### config.mk
export PLATFORM = sky130hd
export DESIGN_NAME = stage_pool_classifier
export DESIGN_NICKNAME = d
export VERILOG_FILES = /design/src/rtl/definition.sv /design/src/rtl/cls_weight_file.sv /design/src/rtl/stage_pool_classifier.sv
export SDC_FILE = /design/constraint.sdc
export NUM_CORES = 1
export LEC_CHECK = 0
export ABC_AREA = 1
export BUFFER_PORTS_ARGS = -buffer_cell sky130_fd_sc_hd__buf_2
export CAP_MARGIN = 20
export CORE_UTILIZATION = 60
export CTS_CLUSTER_DIAMETER = 120
export DETAILED_ROUTE_END_ITERATION = 8
export MAX_ROUTING_LAYER = met4
export PLACE_DENSITY = 0.86
export SLEW_MARGIN = 20
export SYNTH_ARGS = -nofsm -noshare
export SYNTH_HDL_FRONTEND = slang
export SYNTH_SLANG_ARGS = --single-unit
### constraint.sdc
create_clock -name clk -period 10.3 [get_ports clk]
set_input_delay 1.03 -clock clk [delete_from_list [all_inputs] [get_ports clk]]
set_output_delay 1.03 -clock clk [all_outputs]
set_load 0.1 [all_outputs]
### src/rtl/definition.sv
// Shared definitions for the stage datapath: token width, classifier score
// width and the classifier FSM state encoding.
package definition;

    localparam int att_width   = 16;
    localparam int score_width = 2 * att_width;

    typedef enum logic [2:0] {
        CLS_IDLE,
        CLS_ACCUM,
        CLS_POOL,
        CLS_SCORE,
        CLS_DONE
    } cls_state_t;

endpackage

### src/rtl/cls_weight_file.sv
// Runtime-loaded per-class weight/bias registers with one write port and one
// combinational read port; a read in the write cycle returns the old entry.
module cls_weight_file
    import definition::*;
#(
    parameter int N_CLS = 10
) (
    input  logic                       clk,
    input  logic                       rstn,
    input  logic                       w_we,
    input  logic                       w_sel,
    input  logic [$clog2(N_CLS)-1:0]   w_addr,
    input  logic [att_width-1:0]       w_data,
    input  logic [$clog2(N_CLS)-1:0]   rd_addr,
    output logic [att_width-1:0]       rd_weight,
    output logic [att_width-1:0]       rd_bias
);

    localparam int CW  = $clog2(N_CLS);
    localparam int CWP = CW + 1;

    logic [att_width-1:0] weight [N_CLS];
    logic [att_width-1:0] bias   [N_CLS];
    logic                 addr_ok;

    // Addresses past the last class are dropped rather than aliased.
    assign addr_ok = ({1'b0, w_addr} < CWP'(N_CLS));

    always_ff @(posedge clk or negedge rstn) begin
        if (!rstn) begin
            for (int i = 0; i < N_CLS; i++) begin
                weight[i] <= '0;
                bias[i]   <= '0;
            end
        end else if (w_we && addr_ok) begin
            if (w_sel) begin
                bias[w_addr] <= w_data;
            end else begin
                weight[w_addr] <= w_data;
            end
        end
    end

    assign rd_weight = weight[rd_addr];
    assign rd_bias   = bias[rd_addr];

endmodule

### src/rtl/stage_pool_classifier.sv
// Final datapath block: averages N_TOK stage tokens, scores the pooled value
// against each class one per cycle and reports the argmax with a done strobe.
module stage_pool_classifier
    import definition::*;
#(
    parameter int N_TOK = 16,
    parameter int N_CLS = 10
) (
    input  logic                       clk,
    input  logic                       rstn,
    input  logic                       en,
    input  logic                       i_valid,
    input  logic [att_width-1:0]       i_token,
    input  logic                       w_we,
    input  logic                       w_sel,
    input  logic [$clog2(N_CLS)-1:0]   w_addr,
    input  logic [att_width-1:0]       w_data,
    output logic                       o_busy,
    output logic                       o_done,
    output logic [$clog2(N_CLS)-1:0]   o_class,
    output logic [score_width-1:0]     o_score
);

    localparam int TW = $clog2(N_TOK);
    localparam int CW = $clog2(N_CLS);
    localparam int AW = att_width + TW;

    cls_state_t             state;
    logic [AW-1:0]          acc;
    logic [TW-1:0]          tok_cnt;
    logic [CW-1:0]          cls_cnt;
    logic [att_width-1:0]   pooled;
    logic [CW-1:0]          best_cls;
    logic [score_width-1:0] best_score;
    logic [att_width-1:0]   rd_weight;
    logic [att_width-1:0]   rd_bias;
    logic [score_width-1:0] score;
    logic                   take_new;
    logic                   last_tok;
    logic                   last_cls;

    cls_weight_file #(
        .N_CLS (N_CLS)
    ) u_weight_file (
        .clk       (clk),
        .rstn      (rstn),
        .w_we      (w_we),
        .w_sel     (w_sel),
        .w_addr    (w_addr),
        .w_data    (w_data),
        .rd_addr   (cls_cnt),
        .rd_weight (rd_weight),
        .rd_bias   (rd_bias)
    );

    // Class 0 always seeds the running best; later classes need a strictly
    // larger score, so ties keep the lowest index.
    assign score    = score_width'(pooled) * score_width'(rd_weight) + score_width'(rd_bias);
    assign take_new = (cls_cnt == '0) || (score > best_score);
    assign last_tok = (tok_cnt == TW'(N_TOK - 1));
    assign last_cls = (cls_cnt == CW'(N_CLS - 1));
    assign o_busy   = (state == CLS_ACCUM) || (state == CLS_POOL) || (state == CLS_SCORE);

    // Dropping en in any busy state abandons the run without touching the
    // result registers; o_done is raised on the edge that enters DONE.
    always_ff @(posedge clk or negedge rstn) begin
        if (!rstn) begin
            state      <= CLS_IDLE;
            acc        <= '0;
            tok_cnt    <= '0;
            cls_cnt    <= '0;
            pooled     <= '0;
            best_cls   <= '0;
            best_score <= '0;
            o_done     <= 1'b0;
            o_class    <= '0;
            o_score    <= '0;
        end else begin
            o_done <= 1'b0;
            case (state)
                CLS_IDLE: begin
                    if (en) begin
                        state   <= CLS_ACCUM;
                        acc     <= '0;
                        tok_cnt <= '0;
                        cls_cnt <= '0;
                    end
                end
                CLS_ACCUM: begin
                    if (!en) begin
                        state <= CLS_IDLE;
                    end else if (i_valid) begin
                        acc     <= acc + AW'(i_token);
                        tok_cnt <= tok_cnt + TW'(1);
                        if (last_tok) begin
                            state <= CLS_POOL;
                        end
                    end
                end
                CLS_POOL: begin
                    if (!en) begin
                        state <= CLS_IDLE;
                    end else begin
                        pooled <= acc[AW-1:TW];
                        state  <= CLS_SCORE;
                    end
                end
                CLS_SCORE: begin
                    if (!en) begin
                        state <= CLS_IDLE;
                    end else begin
                        if (take_new) begin
                            best_cls   <= cls_cnt;
                            best_score <= score;
                        end
                        if (last_cls) begin
                            state   <= CLS_DONE;
                            o_done  <= 1'b1;
                            o_class <= take_new ? cls_cnt : best_cls;
                            o_score <= take_new ? score : best_score;
                        end else begin
                            cls_cnt <= cls_cnt + CW'(1);
                        end
                    end
                end
                CLS_DONE: begin
                    state <= CLS_IDLE;
                end
                default: begin
                    state <= CLS_IDLE;
                end
            endcase
        end
    end

endmodule

# Word level (Yosys, flattened, before mapping)
# Cells that the tools add are included.
[word_totals]
ff_bits = 440
wordCells = 107
[op_classes]
addsub = 4
mul = 1
magnitude_cmp = 5
n_eq_ne = 13
muxes = 34
bitwise = 3
reduce_logical = 17
[op_table]
columns = ["operator", "n"]
rows = [
  ["160-bit bitwise mux", 2],
  ["16-bit binary-select mux with 4-bit select", 2],
  ["16-bit 2-to-1 mux", 5],
  ["16-bit demux with 4-bit select", 1],
  ["20-bit 2-to-1 mux", 3],
  ["20-bit case mux with 2 select lines", 1],
  ["32-bit by 16-bit adder with 32-bit output", 1],
  ["32-bit greater-than comparator", 1],
  ["16-bit by 16-bit multiplier with 32-bit output", 1],
  ["32-bit 2-to-1 mux", 1],
  ["4-bit 2-to-1 mux", 6],
  ["20-bit by 16-bit adder with 20-bit output", 1],
  ["3-bit 2-to-1 mux", 6],
  ["4-bit case mux with 2 select lines", 2],
  ["3-bit case mux with 4 select lines", 1],
  ["4-bit AND reduction", 3],
  ["5-bit greater-or-equal comparator (second input constant)", 2],
  ["2-bit inequality test (second input constant)", 5],
  ["4-bit inverter with 5-bit output", 2],
  ["3-bit inequality test (second input constant)", 3],
  ["4-bit by 1-bit adder with 4-bit output (second input constant)", 2],
  ["4-bit equality test (second input constant)", 2],
  ["2-bit AND reduction", 4],
  ["3-bit by 2-bit equality test with 1-bit output (second input constant)", 2],
  ["other kinds (12)", 18],
]

# Depth between registers and ports, before layout
# Gate-level depths: netlist of the first run.
[depth]
depth_word = 9
depth_mapped = 44
mapped_depth_nobuf = 41

# Cells and area by module
# A second synthesis of the first run with hierarchy kept.
[hier_totals]
cells_unflattened = 4634
area_unflattened_um2 = 33340.7
[by_module_without_submodules]
columns = ["mod", "n_inst", "cells_per_inst", "area_each_um2"]
rows = [
  ["cls_weight_file", 1, 2374, 16702.3],
  ["stage_pool_classifier", 1, 2260, 16638.5],
]

# Least setup slack after synthesis of the first run
# OpenSTA, ideal clock, no wires.
[synth_timing]
kind = "reg2reg"
startpoint = "reg cls_cnt[1]"
endpoint = "reg o_class[1]"
setup_ps = 120
t_arrival_ps = 7045
t_required_ps = 10180
path_slack_ps = 3135
stages_incl_launch_ff = 41
n_path_buf = 4
cell_sequence = "dfrtp_1 buf_6 clkbuf_1 o21ai_0 o22ai_1 a221o_2 buf_6 nand2_1 inv_1 fa_1 inv_1 fa_1 inv_1 fa_1 fa_1 fa_1 inv_1 fa_1 [... 5 more ...] nor2_1 nand2_1 nand2_1 nand2_1 nand2_1 inv_1 ha_1 nand2_1 nor3_2 and3_1 nand2_1 nand2_1 nand2_2 nand2_4 buf_6 nand2_1 nand3_1 nand2_1"
[synth_between]
elab_chain_cells = 9
[synth_rtl]
columns = ["item", "line", "text"]
rows = [
  ["start, declared", "stage_pool_classifier.sv:31", "logic [CW-1:0] cls_cnt;"],
  ["start signal, assigned", "stage_pool_classifier.sv:122", "cls_cnt <= cls_cnt + CW'(1);"],
  ["4-bit inverter with 5-bit output (implied by the code)", "cls_weight_file.sv:44, cls_weight_file.sv:45", ""],
  ["16-bit binary-select mux with 4-bit select", "cls_weight_file.sv:44", "assign rd_weight = weight[rd_addr];"],
  ["16-bit 2-to-1 mux (implied by the code) (2 in series)", "cls_weight_file.sv:44", ""],
  ["16-bit by 16-bit multiplier with 32-bit output", "stage_pool_classifier.sv:58", "assign score = score_width'(pooled) * score_width'(rd_weight) + score_width'(rd_bias);"],
  ["32-bit by 16-bit adder with 32-bit output", "stage_pool_classifier.sv:58", ""],
  ["32-bit greater-than comparator", "stage_pool_classifier.sv:59", "assign take_new = (cls_cnt == '0) || (score > best_score);"],
  ["1-bit logical OR", "stage_pool_classifier.sv:59", ""],
  ["4-bit 2-to-1 mux", "n/a", ""],
  ["end signal, assigned", "stage_pool_classifier.sv:119", "o_class <= take_new ? cls_cnt : best_cls;"],
  ["end, declared", "stage_pool_classifier.sv:20", "output logic [$clog2(N_CLS)-1:0] o_class,"],
]
# Parallel ways exist; a longest one is shown, timed or not. The select of a mux whose other input is x is not followed.
# A chain may end at the register's enable or synchronous reset.

# Worst setup path after layout of the first run
[layout_timing]
startpoint = "reg cls_cnt[0]"
endpoint = "reg best_cls[3]"
[layout_between]
elab_chain_cells = 9
[layout_rtl]
columns = ["item", "line", "text"]
rows = [
  ["4-bit inverter with 5-bit output (implied by the code)", "cls_weight_file.sv:44, cls_weight_file.sv:45", ""],
  ["16-bit binary-select mux with 4-bit select", "cls_weight_file.sv:44", ""],
  ["16-bit 2-to-1 mux (implied by the code) (2 in series)", "cls_weight_file.sv:44", ""],
  ["16-bit by 16-bit multiplier with 32-bit output", "stage_pool_classifier.sv:58", ""],
  ["32-bit by 16-bit adder with 32-bit output", "stage_pool_classifier.sv:58", ""],
  ["32-bit greater-than comparator", "stage_pool_classifier.sv:59", ""],
  ["1-bit logical OR (*)", "stage_pool_classifier.sv:59", ""],
  ["4-bit 2-to-1 mux (*)", "n/a", ""],
  ["end signal, assigned", "stage_pool_classifier.sv:113", "best_cls <= cls_cnt;"],
  ["end, declared", "stage_pool_classifier.sv:33", "logic [CW-1:0] best_cls;"],
]
# Every way passes the cells marked *; elsewhere a longest branch is shown, timed or not. The select of a mux whose other input is x is not followed.

==> reports/metrics.yaml, run 1 <==
run_status:
  outcome: "finished, final reports clean"
detailed_routing:
  postRouteAntennaNets: 0
  routedWlPerCell_um: 18.31
  vias: 26428
  via_per_inst: 5.881
  dr.pass1.iters: 8
  drt-total-wl_um: 82290
  remaining_drc_errors: 0
  drtIter0Drc: 2920
finish:
  fill_cells: 3974
  nNetsFinal: 4195
  syn2layout_area_growth_pct: 7.200
  multiInputGateArea_um2: 16370
  antenna_cells: 0
  drive_above_1_share_pct: 7.614
  regArea_um2: 11020
  final_util_pct: 65.28
  fin_cells: 4494
flow_run:
  cap_violations: 0
logic_synthesis:
  netlist_top_cells_count: "nand2_1 (1054), inv_1 (549), o21ai_0 (486), dfrtp_1 (440), nor2_1 (215)"
  synth_area_per_cell_um2: 7.962
  ys_warn_count: 0
  synth_edf_count: 0
  synthTopCellsByArea: "dfrtp_1 (36%), fa_1 (14%), nand2_1 (13%)"
  synth_most_common_cell: "nand2_1"
  yosysTopAreaCellShare_pct: 36.04
  synthDistinctLibCells: 45
  synthArstFlopShare_pct: 100.0
  synth_area_um2: 30550
  synthesis.nets: 4248
  yosysSeqAreaShare_pct: 36.04
  ys_seq_elements: 440
  synth_top_area_cell: "dfrtp_1"
  dominantRegCellSynth: "dfrtp_1"
  synth_cells: 3837
timing:
  relSlewSlack_pct: 23.45
  drv_slew: 0
  period_share_pct: 89.30
  timing.fmax_mhz: 108.7
  tightest_slew_ps: 1148
  finalSetupViolCount: 0
  setup_tns_ps: 0
  clock_skew_ps: 23.67
  hold_viol: 0
  min_period_ps: 9198
  timing.final.ws_setup_ps: 1102
  rsz0062_at_grt: "false"
clock_network:
  cts.sinks: 440
  cts_resized: 0
  htreeDepth: 2
  clkTransAtPathRegs_ps: 70
  clock_path_buffers: 3
  ctsHoldBuffers: 0
  cts_root_buffer: "clkbuf_16"
  cts_tree: "yes"
  clock_latency_ps: 610
  cts_setup_buffers: 0
  cts_buffers: 47
setup_path:
  criticalPathCategory: "flip-flop to flip-flop"
  worstPathMaxFanout: 62
  slowest_stage: "dfrtp_4"
  arrival_ps: 9690
  max_stage_delay_ps: 590
  endpoint_kind: "flip-flop"
  critPathRequiredTime_ps: 10790
  crit_path_start_kind: "flip-flop"
  critPathMostFrequentCell: "nand2_1"
floorplanning:
  initial_core_util_pct: 60.90
  die_h_um: 227.7
  dieArea_um2: 51830
  pin_count: 80
  die_x_um: 227.7
  core-area_um2: 50170
  rows: 82
power_and_ir_drop:
  p_per_area_nw_per_um2: 319.3
  irDropWorstVdd_v: 0.0003166
  p_leak_uw: 0.01763
  power_uw: 10460
placement:
  port_buffers: 79
  dp_slack_ps: 1265
  dpl.cell_count: 4406
  finalWeightedCongestion: 0.9939
  dp_hpwl_um: 55550
global_route:
  track_usage_pct: 33.92
  grt_antenna_before_repair: 0
  grt_max_degree: 191
  grt_pass1_wl_um: 134100
  overflow: 0
  grt_pass1_vias: 26639
min_path:
  min_path_type: "primary input to asynchronous set/reset pin"
## area by class of cell
type	instances	share of cell area, %
multi-input cells	2608	49.97
flip-flops and latches	440	33.63
inverters	563	6.460
clock buffers	64	4.126
well taps	672	2.567
repair buffers	124	2.407
clock inverters	23	0.8328
## stage by stage
| stage | hold WS [ps] | instance area (um2) |
|---|---|---|
| 2_1_floorplan | 447.8 | 30550 |
| 3_3_place_gp | 459.4 | 31080 |
| 3_5_place_dp | 460.3 | 31080 |
| 4_1_cts | 409.6 | 32710 |
| 5_1_grt | 451.8 | 32750 |
| 6_report | 398.1 | 32750 |
## where the power goes
group / total, uW / leakage, uW / switching (uW) / internal [uW]
Sequential: 2370 / 0.00585 / 321 / 2040
Clock: 1770 / 0.000807 / 718 / 1050
Combinational: 6320 / 0.0110 / 4190 / 2130
## cell usage in the layout, fill, tap and decap left out, types with 4 or more instances in the layout
cell type and instances:
o21ai_1 19, clkbuf_16 48, nand3b_1 5, a221oi_1 14, ha_1 158, buf_4 42
nor2_1 212, a21oi_1 105, xor2_1 14, clkbuf_1 7, bufinv_16 5, fa_1 211
inv_2 12, buf_2 78, nand3_1 144, xnor2_1 6, o21a_1 6, a221o_2 16
nand2_2 41, o21bai_1 4, nand4_1 10, a21o_1 4, nand2_1 1047, clkinv_2 11
inv_1 549, nor3_1 9, clkbuf_8 9, o21ai_0 486, mux2_2 4, nor2_2 4
dfrtp_1 438, o22ai_1 69
## state kept, by name, summed over array words and instances, names as in the netlist
signal	cells
tok_cnt	4
o_score	32
pooled	16
o_class	4
u_weight_file.bias	160
acc	20
best_score	32
cls_cnt	4
o_done	1
state	3
u_weight_file.weight	160
best_cls	4
## final timing paths
path / start / to / slack (ps) / depth (start not counted)
min in group clk: o_score[22] / o_score[22] / 470 / 2
worst min-delay path: rstn / o_score[20] / 400 / 1
worst max-delay path: cls_cnt[0] / best_cls[3] / 1100 / 36
worst min register to register: o_score[22] / o_score[22] / 470 / 2
max in group asynchronous: rstn / u_weight_file.weight[80] / 7790 / 3
worst max register to register: cls_cnt[0] / best_cls[3] / 1100 / 36
## metal layers
layer	global-route usage, %	up-vias	wire length [um]
met4	15.52	0	3630
met1	42.54	12801	32000
met5	-	-	0
met3	5.669	288	7727
met2	54.12	1376	38930
li1	-	11963	-
## kinds of logic (layout without fill, tap and decap cells)
logic type                 count (synthesis)  after routing  share of synthesized area [%]
AOI/OAI and AO/OA                        733            733                          13.05
xor gates and xnor gates                  20             20                         0.5734
buffers and inverters                    789            774                          10.49
and+or+nand+nor                         1482           1482                          19.40
DFF                                      440            440                          36.04
muxes                                      4              4                         0.1474
adders and majority gates                369            369                          20.30
## worst max-delay path: cells and delay by family, from the launching register on
kind / cells / cell delay [ps]
adder cells (fa/ha/maj): 8 / 3670
AO/OA/AOI/OAI: 3 / 870
AND/OR/NAND/NOR: 19 / 2780
flip-flops: 1 / 590
buffers and inverters: 6 / 1100
No activity file was read; power rests on OpenSTA's default activity.
==> inputs of run 2 (changes only) <==
ABC_AREA = not set   (was 1)
==> reports/metrics.yaml, run 2 <==
run_status:
  outcome: "finished, final reports clean"
floorplanning:
  die_x_um: 225.8  # -0.82%
  initial_core_util_pct: 61.14  # +0.24 points
  core-area_um2: 49150  # -2.0%
  die_h_um: 225.8  # -0.82%
  rows: 81  # -1.2%
  pin_count: 80  # unchanged
  dieArea_um2: 50980  # -1.6%
finish:
  fin_cells: 3363  # -25%
  nNetsFinal: 3082  # -27%
  largest_registers: "u_weight_file.bias: 160 flops, u_weight_file.weight: 160 flops"
  mostFrequentLayoutCell: "dfrtp_1"
  multiInputGateArea_um2: 17270  # +5.5%
  syn2layout_area_growth_pct: 8.718
  design_area_um2: 32670  # -0.24%
  fill_cells: 3476  # -13%
  regArea_um2: 11020  # about the same
  final_cell_mix: "dfrtp_1 (438), mux2_2 (337), inv_1 (323)"
  drive_above_1_share_pct: 24.01  # +16 points
  antenna_cells: 0  # unchanged
timing:
  timing.fmax_mhz: 102.4  # -5.8%
  clock_skew_ps: 24.25  # +0.5844 ps
  tightest_slew_ps: 1135  # -13.22 ps
  timing.hold.ws_ps: 390.3  # -7.886 ps
  setup_tns_ps: 0  # unchanged
  period_share_pct: 94.83  # +5.5 points
  drv_slew: 0  # unchanged
  rsz0062_at_grt: "false"
  finalSetupViolCount: 0  # unchanged
  hold_viol: 0  # unchanged
  relSlewSlack_pct: 24.25  # +0.80 points
  min_period_ps: 9768  # +569.7 ps
logic_synthesis:
  synth_edf_count: 0  # unchanged
  synthDistinctLibCells: 69  # +53%
  dominantRegCellSynth: "dfrtp_1"
  synth_most_common_cell: "dfrtp_1"
  synth_cells: 2637  # -31%
  synth_top_area_cell: "dfrtp_1"
  synthArstFlopShare_pct: 100.0  # unchanged
  ys_seq_elements: 440  # unchanged
  yosysTopAreaCellShare_pct: 36.64  # +0.60 points
  netlist_top_cells_count: "dfrtp_1 (440), mux2_2 (337), inv_1 (323), nand2_1 (275), fa_1 (211)"
  synthesis.nets: 3048  # -28%
  synthTopCellsByArea: "dfrtp_1 (37%), fa_1 (14%), mux2_2 (13%)"
  synth_area_um2: 30050  # -1.6%
  yosysSeqAreaShare_pct: 36.64  # +0.60 points
  ys_warn_count: 0  # unchanged
  synth_area_per_cell_um2: 11.40  # +43%
placement:
  dp_hpwl_um: 50210  # -9.6%
  port_buffers: 79  # unchanged
  place_area_um2: 31070  # about the same
  dpl.cell_count: 3277  # -26%
  finalWeightedCongestion: 0.9538  # -4.0%
setup_path:
  crit_path_start_kind: "flip-flop"
  reg2reg_from: "cls_cnt[0]"
  worstPathMaxFanout: 36  # -42%
  critPathMostFrequentCell: "fa_1"
  worstRegToRegCells: 33  # -8.3%
  critPathRequiredTime_ps: 10730  # -60 ps
  cp-startpoint: "cls_cnt[0]"
  arrival_ps: 10200  # +510 ps
  max_stage_delay_ps: 540  # -50 ps
  criticalPathCategory: "flip-flop to flip-flop"
  reg2reg_slack_ps: 530  # -570 ps
  crit_end: "o_class[1]"
  slowest_stage: "dfrtp_4"
  regToRegEndpoint: "o_class[1]"
  endpoint_kind: "flip-flop"
min_path:
  min_path_type: "primary input to asynchronous set/reset pin"
clock_network:
  cts_tree: "yes"
  cts.sinks: 440  # unchanged
  clock_path_buffers: 3  # unchanged
  clock_latency_ps: 600  # about the same
  clkTransAtPathRegs_ps: 60  # about the same
  cts_root_buffer: "clkbuf_16"
  htreeDepth: 2  # unchanged
  cts_buffers: 45  # -4.3%
global_route:
  grt_pass1_vias: 21499  # -19%
  grt_pass1_wl_um: 114300  # -15%
  grt_antenna_before_repair: 0  # unchanged
  met3_usage_pct: 4.632  # -1.0 points
  grt_max_degree: 141  # -26%
  overflow: 0  # unchanged
  grt_util_met1_pct: 36.69  # -5.8 points
  met2_usage_pct: 49.65  # -4.5 points
  grt.busiest_layer: "met2"
  track_usage_pct: 29.65  # -4.3 points
power_and_ir_drop:
  pwr-share-clk_pct: 35.0  # +18 points
  power_switching_uw: 1292  # -75%
  internal_power_uw: 3324  # -36%
  p_per_area_nw_per_um2: 141.3  # -56%
  power_uw: 4616  # -56%
  pwr-share-seq_pct: 46.6  # +24 points
  power.share.combinational_pct: 18.4  # -42 points
  p_leak_uw: 0.01607  # -8.9%
  swShare_pct: 27.99  # -22 points
  irDropWorstVdd_v: 0.0002528  # -20%
detailed_routing:
  drtIter0Drc: 1615  # -45%
  remaining_drc_errors: 0  # unchanged
  postRouteAntennaNets: 0  # unchanged
  routedWlPerCell_um: 21.21  # +16%
  drt-total-wl_um: 71340  # -13%
  dr.pass1.iters: 5  # -3
  vias: 20079  # -24%
  via_per_inst: 5.971  # +1.5%
flow_run:
  cap_violations: 0  # unchanged
[run 2: worst max-delay path: cells and delay by family, from the launching register on]
family	cells	cell delay [ps]
buffers and inverters	7	760
AOI/OAI and AO/OA	9	1860
and+or+nand+nor	5	1470
DFF	1	540
muxes	3	1120
xor gates and xnor gates	1	220
adders and majority gates	8	3600
[run 2: worst min path at each step]
stage                                  startpoint                       to  slack (ps)  cells after the start
final                                        rstn            best_score[1]         390                      1
after global routing                         rstn               o_class[0]         440                      1
after CTS                             o_score[13]              o_score[13]         480                      2
after detailed placement               o_class[2]               o_class[2]         460                      2
after global placement                o_score[21]              o_score[21]         460                      2
after floorplan           u_weight_file.bias[112]  u_weight_file.bias[112]         470                      1
[run 2: per-stage QoR]
| step | utilization [%] | setup WS [ps] |
|---|---|---|
| finish | 66.47 | 532.0 |
| global placement | 63.21 | 665.9 |
| detailed placement | 63.21 | 260.6 |
| floorplan | - | 1831 |
| CTS | 66.17 | 204.5 |
| global route | 66.47 | 33.28 |
[run 2: power by group through the flow]
| stage | registers (uW) | clock network [uW] | logic (uW) |
|---|---|---|---|
| 4_1_cts | 2140 | 1640 | 845 |
| 2_1_floorplan | 2110 | 0 | 610 |
| 3_5_place_dp | 2170 | 0 | 831 |
| 5_1_grt | 2170 | 1700 | 926 |
| 3_3_place_gp | 2130 | 0 | 781 |
| 6_report | 2150 | 1610 | 851 |
[run 2: kinds of logic after synthesis]
group,after synthesis,synth area share [%]
AND/OR/NAND/NOR,542,8.631
multiplexers,504,21.01
buffers and inverters,472,6.175
flip-flops,440,36.64
adder cells (fa/ha/maj),369,20.63
AO/OA/AOI/OAI,267,5.663
XOR/XNOR,43,1.253
[run 2: timing repair]
| item | in CTS | in global routing |
|---|---|---|
| gates resized for setup | 0 | 8 |
| buffers inserted | 0 | 10 |
| hold buffers | 0 | 0 |
| endpoints found under the setup margin | 0 | 72 |
[run 2: layout make-up]
class / count / share of cell area (%)
Inverter: 325 / 3.742
Sequential cell: 440 / 33.72
Timing Repair Buffer: 134 / 2.692
Clock inverter: 12 / 0.4328
Clock buffer: 63 / 4.021
Tap cell: 664 / 2.543
Multi-Input combinational cell: 1725 / 52.85
[run 2: layer usage]
metal	part of all wire (%)	up-vias
met2	50	689
met4	2.9	0
met3	6.1	149
met5	0	-
li1	-	8891
met1	41	10350
